## src/rtl/tiny_dnn_seq.sv

```systemverilog
`default_nettype none
// +------------------------------------------------------------------------+
// | tiny_dnn_seq : job sequencer sharing one tiny_dnn_core weight port     |
// | Revision     : 1.0                                                     |
// +------------------------------------------------------------------------+
module tiny_dnn_seq #(
  parameter int F_SIZE = 512,
  parameter int DRAIN  = 1
) (
  input  logic                        clk,
  input  logic                        rst_n,
  input  logic                        start,
  output logic                        start_ready,
  input  logic [$clog2(F_SIZE)-1:0]   base,
  input  logic [$clog2(F_SIZE)-1:0]   len_m1,
  input  logic                        x_valid,
  input  logic [15:0]                 x_data,
  output logic                        x_ready,
  input  logic                        host_wr,
  input  logic                        host_rd,
  input  logic [$clog2(F_SIZE)-1:0]   host_addr,
  input  logic [15:0]                 host_wdata,
  output logic                        host_ack,
  output logic                        host_rvalid,
  output logic [15:0]                 host_rdata,
  output logic                        core_write,
  output logic                        core_read,
  output logic                        core_init,
  output logic                        core_exec,
  output logic [$clog2(F_SIZE)-1:0]   core_a,
  output logic [15:0]                 core_d,
  input  logic [15:0]                 core_w,
  output logic                        norm_en,
  input  logic [31:0]                 nrm_in,
  output logic                        res_valid,
  output logic [31:0]                 res_data,
  input  logic                        res_ready,
  output logic                        busy
);

  localparam int AW = $clog2(F_SIZE);
  localparam int DW = (DRAIN > 1) ? $clog2(DRAIN) : 1;
  localparam logic [DW-1:0] DRAIN_LAST = DW'(DRAIN - 1);

  typedef enum logic [2:0] {
    S_IDLE  = 3'd0,
    S_INIT  = 3'd1,
    S_RUN   = 3'd2,
    S_DRAIN = 3'd3,
    S_NORM  = 3'd4,
    S_DONE  = 3'd5
  } state_t;

  state_t        state_q, state_d;
  logic [AW-1:0] base_q, base_d;
  logic [AW-1:0] len_q, len_d;
  logic [AW-1:0] cnt_q, cnt_d;
  logic [DW-1:0] dcnt_q, dcnt_d;
  logic          rd_pend_q, rd_pend_d;

  always_ff @(posedge clk or negedge rst_n) begin
    if (!rst_n) begin
      state_q   <= S_IDLE;
      base_q    <= '0;
      len_q     <= '0;
      cnt_q     <= '0;
      dcnt_q    <= '0;
      rd_pend_q <= 1'b0;
    end else begin
      state_q   <= state_d;
      base_q    <= base_d;
      len_q     <= len_d;
      cnt_q     <= cnt_d;
      dcnt_q    <= dcnt_d;
      rd_pend_q <= rd_pend_d;
    end
  end

  always_comb begin
    state_d     = state_q;
    base_d      = base_q;
    len_d       = len_q;
    cnt_d       = cnt_q;
    dcnt_d      = dcnt_q;
    rd_pend_d   = 1'b0;
    start_ready = 1'b0;
    x_ready     = 1'b0;
    host_ack    = 1'b0;
    core_write  = 1'b0;
    core_read   = 1'b0;
    core_init   = 1'b0;
    core_exec   = 1'b0;
    core_a      = '0;
    core_d      = '0;
    norm_en     = 1'b0;
    res_valid   = 1'b0;
    res_data    = '0;
    host_rvalid = rd_pend_q;
    host_rdata  = rd_pend_q ? core_w : 16'h0000;
    busy        = (state_q != S_IDLE);

    case (state_q)
      S_IDLE: begin
        start_ready = ~host_wr & ~host_rd;
        if (host_wr) begin
          core_write = 1'b1;
          core_a     = host_addr;
          core_d     = host_wdata;
          host_ack   = 1'b1;
        end else if (host_rd) begin
          // Core returns the weight one cycle later; pend flag marks it valid.
          core_read  = 1'b1;
          core_a     = host_addr;
          host_ack   = 1'b1;
          rd_pend_d  = 1'b1;
        end else if (start) begin
          base_d  = base;
          len_d   = len_m1;
          cnt_d   = '0;
          state_d = S_INIT;
        end
      end
      S_INIT: begin
        core_init = 1'b1;
        state_d   = S_RUN;
      end
      S_RUN: begin
        x_ready = 1'b1;
        if (x_valid) begin
          core_exec = 1'b1;
          core_a    = base_q + cnt_q;
          core_d    = x_data;
          cnt_d     = cnt_q + 1'b1;
          if (cnt_q == len_q) begin
            dcnt_d  = '0;
            state_d = S_DRAIN;
          end
        end
      end
      S_DRAIN: begin
        if (dcnt_q == DRAIN_LAST) state_d = S_NORM;
        else                      dcnt_d  = dcnt_q + 1'b1;
      end
      S_NORM: begin
        norm_en = 1'b1;
        state_d = S_DONE;
      end
      S_DONE: begin
        // nrm_in only moves on norm_en, so the result holds while stalled.
        res_valid = 1'b1;
        res_data  = nrm_in;
        if (res_ready) state_d = S_IDLE;
      end
      default: state_d = S_IDLE;
    endcase
  end

endmodule
`default_nettype wire

```

## config.mk

```make
export PLATFORM = sky130hd
export DESIGN_NAME = tiny_dnn_seq
export DESIGN_NICKNAME = d
export VERILOG_FILES = /design/src/rtl/tiny_dnn_seq.sv
export SDC_FILE = /design/constraint.sdc
export NUM_CORES = 1
export LEC_CHECK = 0
export BUFFER_PORTS_ARGS = -buffer_cell sky130_fd_sc_hd__buf_2
export CAP_MARGIN = 25
export CORE_MARGIN = 1
export CORE_UTILIZATION = 43
export CTS_BUF_LIST = sky130_fd_sc_hd__clkbuf_4 sky130_fd_sc_hd__clkbuf_8
export CTS_CLUSTER_SIZE = 28
export DETAILED_ROUTE_END_ITERATION = 12
export GPL_ROUTABILITY_DRIVEN = 0
export PLACE_DENSITY = 0.95
export SYNTH_ARGS = -nofsm -noshare
export SYNTH_HDL_FRONTEND = slang
export SYNTH_SLANG_ARGS = --single-unit
```

## constraint.sdc

```tcl
create_clock -name clk -period 5.5 [get_ports clk]
set_input_delay 0 -clock clk [delete_from_list [all_inputs] [get_ports clk]]
set_output_delay 0 -clock clk [all_outputs]
set_load 0.03 [all_outputs]
```

Word-level counts from Yosys, hierarchy flattened
Index checks and enable logic that the tools add are counted.
{ "op_classes": {"mux": 40, "reduce_logical": 8, "bitwise": 3, "add_sub_neg": 3, "n_eq_ne": 13} }
{ "ops": {"columns": ["operator", "count"], "rows": [
  ["$mux W9", 7],
  ["$mux W16", 3],
  ["$pmux W9 S2", 2],
  ["$mux W32", 1],
  ["$pmux W16 S2", 1],
  ["$mux W3", 7],
  ["$pmux W3 S6", 1],
  ["$mux W1", 17],
  ["$ne A2 B2 Y1 const B", 7],
  ["$add A9 B1 Y9 const B", 1],
  ["$add A9 B9 Y9", 1],
  ["$eq A9 B9 Y1", 1],
  ["$reduce_and A7 Y1", 1],
  ["$eq A3 B2 Y1 const B", 2],
  ["$eq A3 B3 Y1 const B", 2],
  ["$reduce_and A5 Y1", 1],
  ["$reduce_and A4 Y1", 1],
  ["$reduce_bool A2 Y1", 2],
  ["$eq A3 B1 Y1 const B", 1],
  ["$logic_not A3 Y1", 1],
  ["$reduce_and A3 Y1", 1],
  ["$reduce_bool A3 Y1", 1],
  ["$not A1 Y1", 2],
  ["$pmux W1 S2", 1],
  ["2 further kinds", 2]
]} }
{ "totals": {"elab_cells": 73, "inputBits": 114, "ff_bits": 32, "out_inout_bits": 84} }

Logic depth before layout (Yosys ltp)
Gate-level depths: netlist of run 1.
{ "depth": {"word_depth": 4, "ltp_mapped": 7, "mapped_depth_nobuf": 7} }

Worst setup path after synthesis of run 1
OpenSTA, ideal clock, no wires.
{ "synth_path": {"kind": "register to output", "start": "register state_q[2]", "end": "output core_a[3]", "slack_ns": 3.321, "path_buffers": 2, "arrival_ns": 2.179, "path_stages_with_launch": 7, "cell_sequence": "dfrtp_1 clkbuf_2 or3_1 buf_2 nor2_1 nand2_1 o21ai_0"} }
{ "synth_via": {"elab_chain_cells": 2} }
{ "synth_lines": {"columns": ["item", "line_no", "source"], "rows": [
  ["start, declared", "54", "state_t state_q, state_d;"],
  ["start signal, assigned", "70", "state_q <= state_d;"],
  ["$eq A3 B2 Y1 or $logic_not A3 Y1 (tied branches)", "102", "case (state_q)"],
  ["$pmux W9 S2 (*)", "102", null],
  ["end, declared", "30", "output logic [$clog2(F_SIZE)-1:0] core_a,"]
]} }
Every way passes the cells marked *; elsewhere a longest branch is shown, timed or not.

Final worst setup path of run 1
{ "layout_path": {"start": "register state_q[0]", "end": "output core_d[10]"} }
{ "layout_via": {"elab_chain_cells": 2} }
{ "layout_lines": {"columns": ["item", "line_no", "source"], "rows": [
  ["$eq A3 B2 Y1 or $logic_not A3 Y1 (tied branches)", "102", null],
  ["$pmux W16 S2 (*)", "102", null],
  ["end, declared", "31", "output logic [15:0] core_d,"]
]} }
Marks and branches as above.

==> results of run 1 <==
flip-flops by register name, indices dropped and copies added, names as in the netlist:
| signal | cells |
|---|---|
| base_q | 9 |
| len_q | 9 |
| state_q | 3 |
| cnt_q | 9 |
| host_rvalid | 1 |
stage by stage:
| stage | total power [mW] | cells | instance area (um^2) | hold slack, ns | worst slack (ns) |
|---|---|---|---|---|---|
| 6_report | 1.751 | 543 | 3776 | 0.06635 | 2.485 |
| 5_1_grt | 1.855 | 537 | 3761 | 0.07796 | 2.324 |
| 4_1_cts | 1.726 | 534 | 3729 | 0.05591 | 2.553 |
| 3_5_place_dp | 1.486 | 505 | 3406 | 0.07232 | 2.627 |
| 3_3_place_gp | 1.450 | 505 | 3406 | 0.05511 | 2.763 |
| 2_1_floorplan | 1.223 | 252 | 2402 | -0.2956 | 3.321 |
how the worst max path moves through the flow:
stage | startpoint | end | slack (ns)
floorplan | state_q[2]$_DFFE_PN0P_ | core_a[3] | 3.32
global placement | state_q[0]$_DFFE_PN0P_ | base_q[8]$_DFFE_PN0P_ | 2.76
detailed placement | state_q[0]$_DFFE_PN0P_ | base_q[2]$_DFFE_PN0P_ | 2.63
CTS | state_q[0]$_DFFE_PN0P_ | core_d[15] | 2.55
global route | state_q[0]$_DFFE_PN0P_ | core_d[5] | 2.32
finish | state_q[0]$_DFFE_PN0P_ | core_d[10] | 2.49
critical path, cell delays in order (launching register included):
cell and delay (ns):
dfrtp_1 0.75, or3_1 0.65, nor2_1 0.86, a22o_1 0.25, buf_2 0.20
report_power, final:
part           switching, mW  internal [mW]  total [mW]
clock                 0.0900          0.135       0.225
combinational          0.646          0.442        1.09
sequential             0.119          0.319       0.438
total                  0.854          0.896        1.75
routing by layer:
metal  wire, um  share of wire
met4        167          0.019
met1       3306           0.38
met3        986           0.11
met5         23         0.0027
met2       4144           0.48
cell type report:
cell class	count	area (um^2)	share of cell area
antenna	8	20.02	0.005302
clock buffer	5	68.82	0.01822
clock inverter	3	43.79	0.01160
inverter	5	18.77	0.004970
multi-input combinational	200	1523	0.4032
sequential	31	775.7	0.2054
tap	70	87.58	0.02319
timing repair buffer	221	1239	0.3280
cells by family after synthesis:
family          count (synthesis)  share of synthesized area
mux                            18                    0.08437
xor+xnor                       23                    0.08385
buf+inv                        21                    0.04323
simple gates                   98                     0.2448
fa+ha+maj                      10                    0.05521
compound gates                 51                     0.1656
flops                          31                     0.3229
layout by cell type (no fill, tap or decap), drive strengths merged, types with 2 or more instances in the layout:
cell type,synthesis,final
a211oi,4,4
a21o,2,2
a21oi,6,6
a22o,24,24
and2,21,21
and3,34,34
buf,4,200
clkbuf,12,5
clkinv,0,2
dfrtp,31,31
diode,0,8
dlygate4sd3,0,21
ha,9,9
inv,5,5
mux2,18,18
nand2,8,8
nand2b,2,2
nand3,2,2
nand4,6,6
nor2,13,13
nor3,3,3
nor3b,2,2
o211ai,2,2
o21ai,8,8
xnor2,11,11
xor2,12,12
==> metrics, run 1 <==
antenna violations before repair=7; synth unique cells=45; post-synth top area share=0.3229; # port buffers=197; most numerous cell in the Yosys netlist=and3_1; CTS tree=built; max-slew violation count=0; layout cells sized above 1=0.4989; row cnt=26; Hold Crit Class=in -> reg; DP HPWL=6780 um; vias in the first global route=2678; CTS sink count=31; largest net degree at the start of global routing=42; status=completed; post-synth top area cell=dfrtp_1; Hold Path Depth=2; global-route total usage across every layer=0.2874; Post-Route Skew=0.007468 ns; share of flip-flops with an asynchronous set or reset=1.000; final-stage net count=588; MaxCap Viol Count=0; FF-to-FF setup slack=2.88 ns; top post-synthesis cells by area=dfrtp_1, and3_1, a22o_1; Gate Count Post-Synth=252; period utilisation layout=0.5481; Main synth FF type=dfrtp_1; root buffer cell=clkbuf_8; full die area=5890 um^2; CTS H-tree depth=2; Max-Slew Margin vs Limit=0.2806; GR Util met1=0.3011; Crit Path Class=reg -> out; Post-Route WL=8629 um; met2 Usage GRT=0.5116; CP max FO=41; hold worst-path end=host_rvalid$_DFF_PN0_; Worst Path Required=5.50 ns; Wirelength per Cell=15.89 um; GRT busiest layer=met2; DRT iter0 DRCs=124; # DRC=0; GR Overflow Total=0; Max Root-Sink Buffers=2; Core Footprint=5238 um^2; Die X=76.75 um; Pleak=2.203 nW; CTS Buf Count=5; reg2reg end=base_q[2]$_DFFE_PN0P_; r2r startpoint=state_q[0]$_DFFE_PN0P_; clock slew seen by the registers of the worst setup and hold paths=0.07 ns; Warnings, synthesis=0; Synth Cell Area=2402 um^2; flip-flop and latch count after synthesis=31; fmax=331.7 MHz; GR Util met3=0.1286; endpoints failing setup=0; synthesized area per cell=9.533 um^2; sequential area share after synthesis=0.3229; top post-synthesis cells by count=and3_1, dfrtp_1, a22o_1, and2_1, mux2_2; Via density=5.169; postcts setup bufs=0; RSZ-0062 raised after global routing=no; Final Util=0.7210; post-CTS sizing=0; # fillers=422; Crit. End Element=primary output; Synthesized Nets=376; R2R depth=4; DR pass1 iterations=4; Worst Path Arrival=3.01 ns; Initial Util=0.4587; P&R area growth vs syn=57.19%; Pwr Density=463.6 nW/um^2; fin crit period=3.015 ns; antenna-violating nets left=0; # IOs=198; Hold Crit Start=host_rd; final hold vios=0; Post-synth EDFFs=0; Post-CTS Hold Fix Bufs=21; via count=2807; first-pass GRT wire length=13100 um; setup_tns=0 ns; type of origin of the critical path=flip-flop; measured slew at the worst slew-check pin=1.075 ns; Die Ht=76.75 um; worst-skew pair later-pin latency=0.29 ns; VDD IR max=248.3 uV
Note: power is estimated with default switching activity, not from simulation.
==> run 2: changes to the inputs <==
CORE_UTILIZATION = 40   (was 43)
PLACE_DENSITY = 0.91   (was 0.95)
clock period = 3 ns   (was 5.5 ns; I/O delays follow)
==> run 2 against run 1 <==
  * Sequential power is 72% higher
  * Flip-flop and latch count stayed put
  * Register-to-register slack got worse by 1.9 ns
  * Global-route usage shrank 2.0 points
  * Critical endpoint is now core_d[13]
  * Non-clock buffer count grew 1
  * Clock skew fell by 0.0042 ns
  * Sequential share of layout area increased by 0.17 points
  * Routed wire length shrank 0.49%
  * Largest cell class unchanged
  * First-iteration DRC count increased by 48%
  * Largest power group unchanged
  * Worst hold slack lost 0.013 ns
==> metrics, run 2 (synthesized netlist as in run 1, its figures left out) <==
status=completed; CP max FO=17 (-59%); Pleak=2.193 nW (-0.47%); Seq pwr share=0.245 (-0.005); Worst Path Required=3.00 ns (-2.50 ns); VDD IR max=513.5 uV (+110%); CTS Buf Count=5 (unchanged); CTS H-tree depth=2 (unchanged); DR pass1 iterations=4 (unchanged); Pwr Density=822.4 nW/um^2 (+77%); fmax=404.0 MHz; commonest cells after routing, fill and taps aside=buf_2, and3_1, dfrtp_1, a22o_1, dlygate4sd3_1; Core Footprint=5642 um^2 (+7.7%); via count=2797 (-0.36%); Via density=5.113 (-1.1%); fin crit period=2.475 ns; DP HPWL=6837 um (+0.84%); CTS sink count=31 (unchanged); vias in the first global route=2605 (-2.7%); FF-to-FF setup slack=0.93 ns (-1.95 ns); final hold vios=0 (unchanged); largest net degree at the start of global routing=41 (-2.4%); Int Pwr=1.562 mW (+74%); biggest regs=base_q x9, cnt_q x9, len_q x9; Wirelength per Cell=15.70 um (-1.2%); P&R area growth vs syn=55.89%; switching part of the total=0.4928 (+0.004700); full die area=6319 um^2 (+7.3%); Hold Path Depth=2 (unchanged); max-slew violation count=0 (unchanged); antenna-violating nets left=0 (unchanged); row cnt=27 (+3.8%); postcts setup bufs=0 (unchanged); Crit. End Element=primary output; Hold Crit Class=in -> reg; Post-Route WL=8587 um (-0.49%); # port buffers=197 (unchanged); reg2reg end=base_q[3]$_DFFE_PN0P_; Max Root-Sink Buffers=2 (unchanged); P_sw=1.518 mW (+78%); # fillers=472 (+12%); Die Ht=79.50 um (+3.6%); Clk pwr share=0.107 (-0.021); type of origin of the critical path=flip-flop; DRT iter0 DRCs=184 (+48%); # DRC=0 (unchanged); root buffer cell=clkbuf_8; first-pass GRT wire length=12650 um (-3.4%); final-stage net count=589 (+0.17%); hold worst-path end=host_rvalid$_DFF_PN0_; setup_tns=0 ns (unchanged); endpoints failing setup=0 (unchanged); Post-Route Skew=0.003249 ns (-0.004219 ns); Gate power share=0.649 (+0.028); Initial Util=0.4258 (-0.03286); Max-Slew Margin vs Limit=0.3450 (+0.06433); antenna violations before repair=9 (+2); global-route total usage across every layer=0.2673 (-0.02015); layout cells sized above 1=0.5000 (+0.001075); clock slew seen by the registers of the worst setup and hold paths=0.06 ns (about the same); measured slew at the worst slew-check pin=0.9789 ns (-0.09613 ns); R2R depth=5 (+1); r2r startpoint=state_q[1]$_DFFE_PN0P_; # IOs=198 (unchanged); period utilisation layout=0.8251; Crit Path Class=reg -> out; MaxCap Viol Count=0 (unchanged); commonest non-fill, non-tap cell in the layout=buf_2; CTS tree=built; Hold Crit Start=host_rd; GR Overflow Total=0 (unchanged); RSZ-0062 raised after global routing=no; worst-skew pair later-pin latency=0.29 ns (about the same); Pwr Total=3.080 mW (+76%); Worst Path Arrival=2.48 ns (-0.53 ns); Die X=79.50 um (+3.6%)
[run 2: cell types whose count changed in the layout (fill, tap and decap cells not counted), sizes merged]
cell	before	now
bufinv	1	0
buf	200	201
diode	8	9
clkbuf	5	7
clkinv	2	1
[run 2: per-stage QoR]
stage | instance area (um^2) | std cells | setup slack (ns) | util | hold slack [ns]
4_1_cts | 3722 | 538 | 0.5400 | 0.6598 | 0.04879
6_report | 3745 | 547 | 0.5246 | 0.6638 | 0.05342
2_1_floorplan | 2402 | 252 | 0.8211 | - | -0.2956
3_3_place_gp | 3423 | 509 | 0.9307 | 0.6068 | 0.06671
5_1_grt | 3745 | 547 | 0.3306 | 0.6638 | 0.05879
3_5_place_dp | 3423 | 509 | 0.8521 | 0.6068 | 0.07590
[run 2: power groups by stage]
stage	Combinational [mW]	Clock (mW)	Sequential (mW)
after floorplan	1.54	0	0.707
after global routing	2.17	0.354	0.780
after CTS	2.00	0.335	0.754
final	2.00	0.328	0.753
after global placement	1.92	0	0.746
after detailed placement	1.97	0	0.761
[run 2: repair_timing]
item | CTS | global route
gates resized for setup | 0 | 0
hold buffers | 21 | 0
hold endpoints to repair | 52 | 0
[run 2: worst max path at each step]
stage / startpoint / endpoint / slack, ns / depth (start not counted)
6_report: state_q[1]$_DFFE_PN0P_ / core_d[13] / 0.52 / 4
5_1_grt: state_q[1]$_DFFE_PN0P_ / core_d[15] / 0.33 / 4
4_1_cts: state_q[1]$_DFFE_PN0P_ / core_d[13] / 0.54 / 4
3_5_place_dp: state_q[1]$_DFFE_PN0P_ / core_d[13] / 0.85 / 4
3_3_place_gp: cnt_q[0]$_DFFE_PN0P_ / core_a[8] / 0.93 / 8
2_1_floorplan: state_q[2]$_DFFE_PN0P_ / core_a[3] / 0.82 / 6
[run 2: critical path, cell delays in order, from the launching register on]
cell and delay [ns]:
dfrtp_1 0.45, or3_1 0.50, nor2_1 0.78, a22o_1 0.25, buf_2 0.21
[run 2: routing by layer]
layer	track usage	vias up	wire [um]
met4	0.2273	0	573
met3	0.06971	37	733
met5	0	-	0
met2	0.4581	159	4346
li1	-	1357	-
met1	0.2679	1244	2934
[run 2: area by class of cell]
class                   count  area, um^2  share of cell area
well taps                  72       90.09             0.02406
flip-flops and latches     31       775.7              0.2072
inverters                   5       18.77            0.005012
multi-input cells         200        1523              0.4066
diodes                      9       22.52            0.006014
clock buffers               7       83.83             0.02239
repair buffers            222        1226              0.3274
clock inverters             1       5.005            0.001336
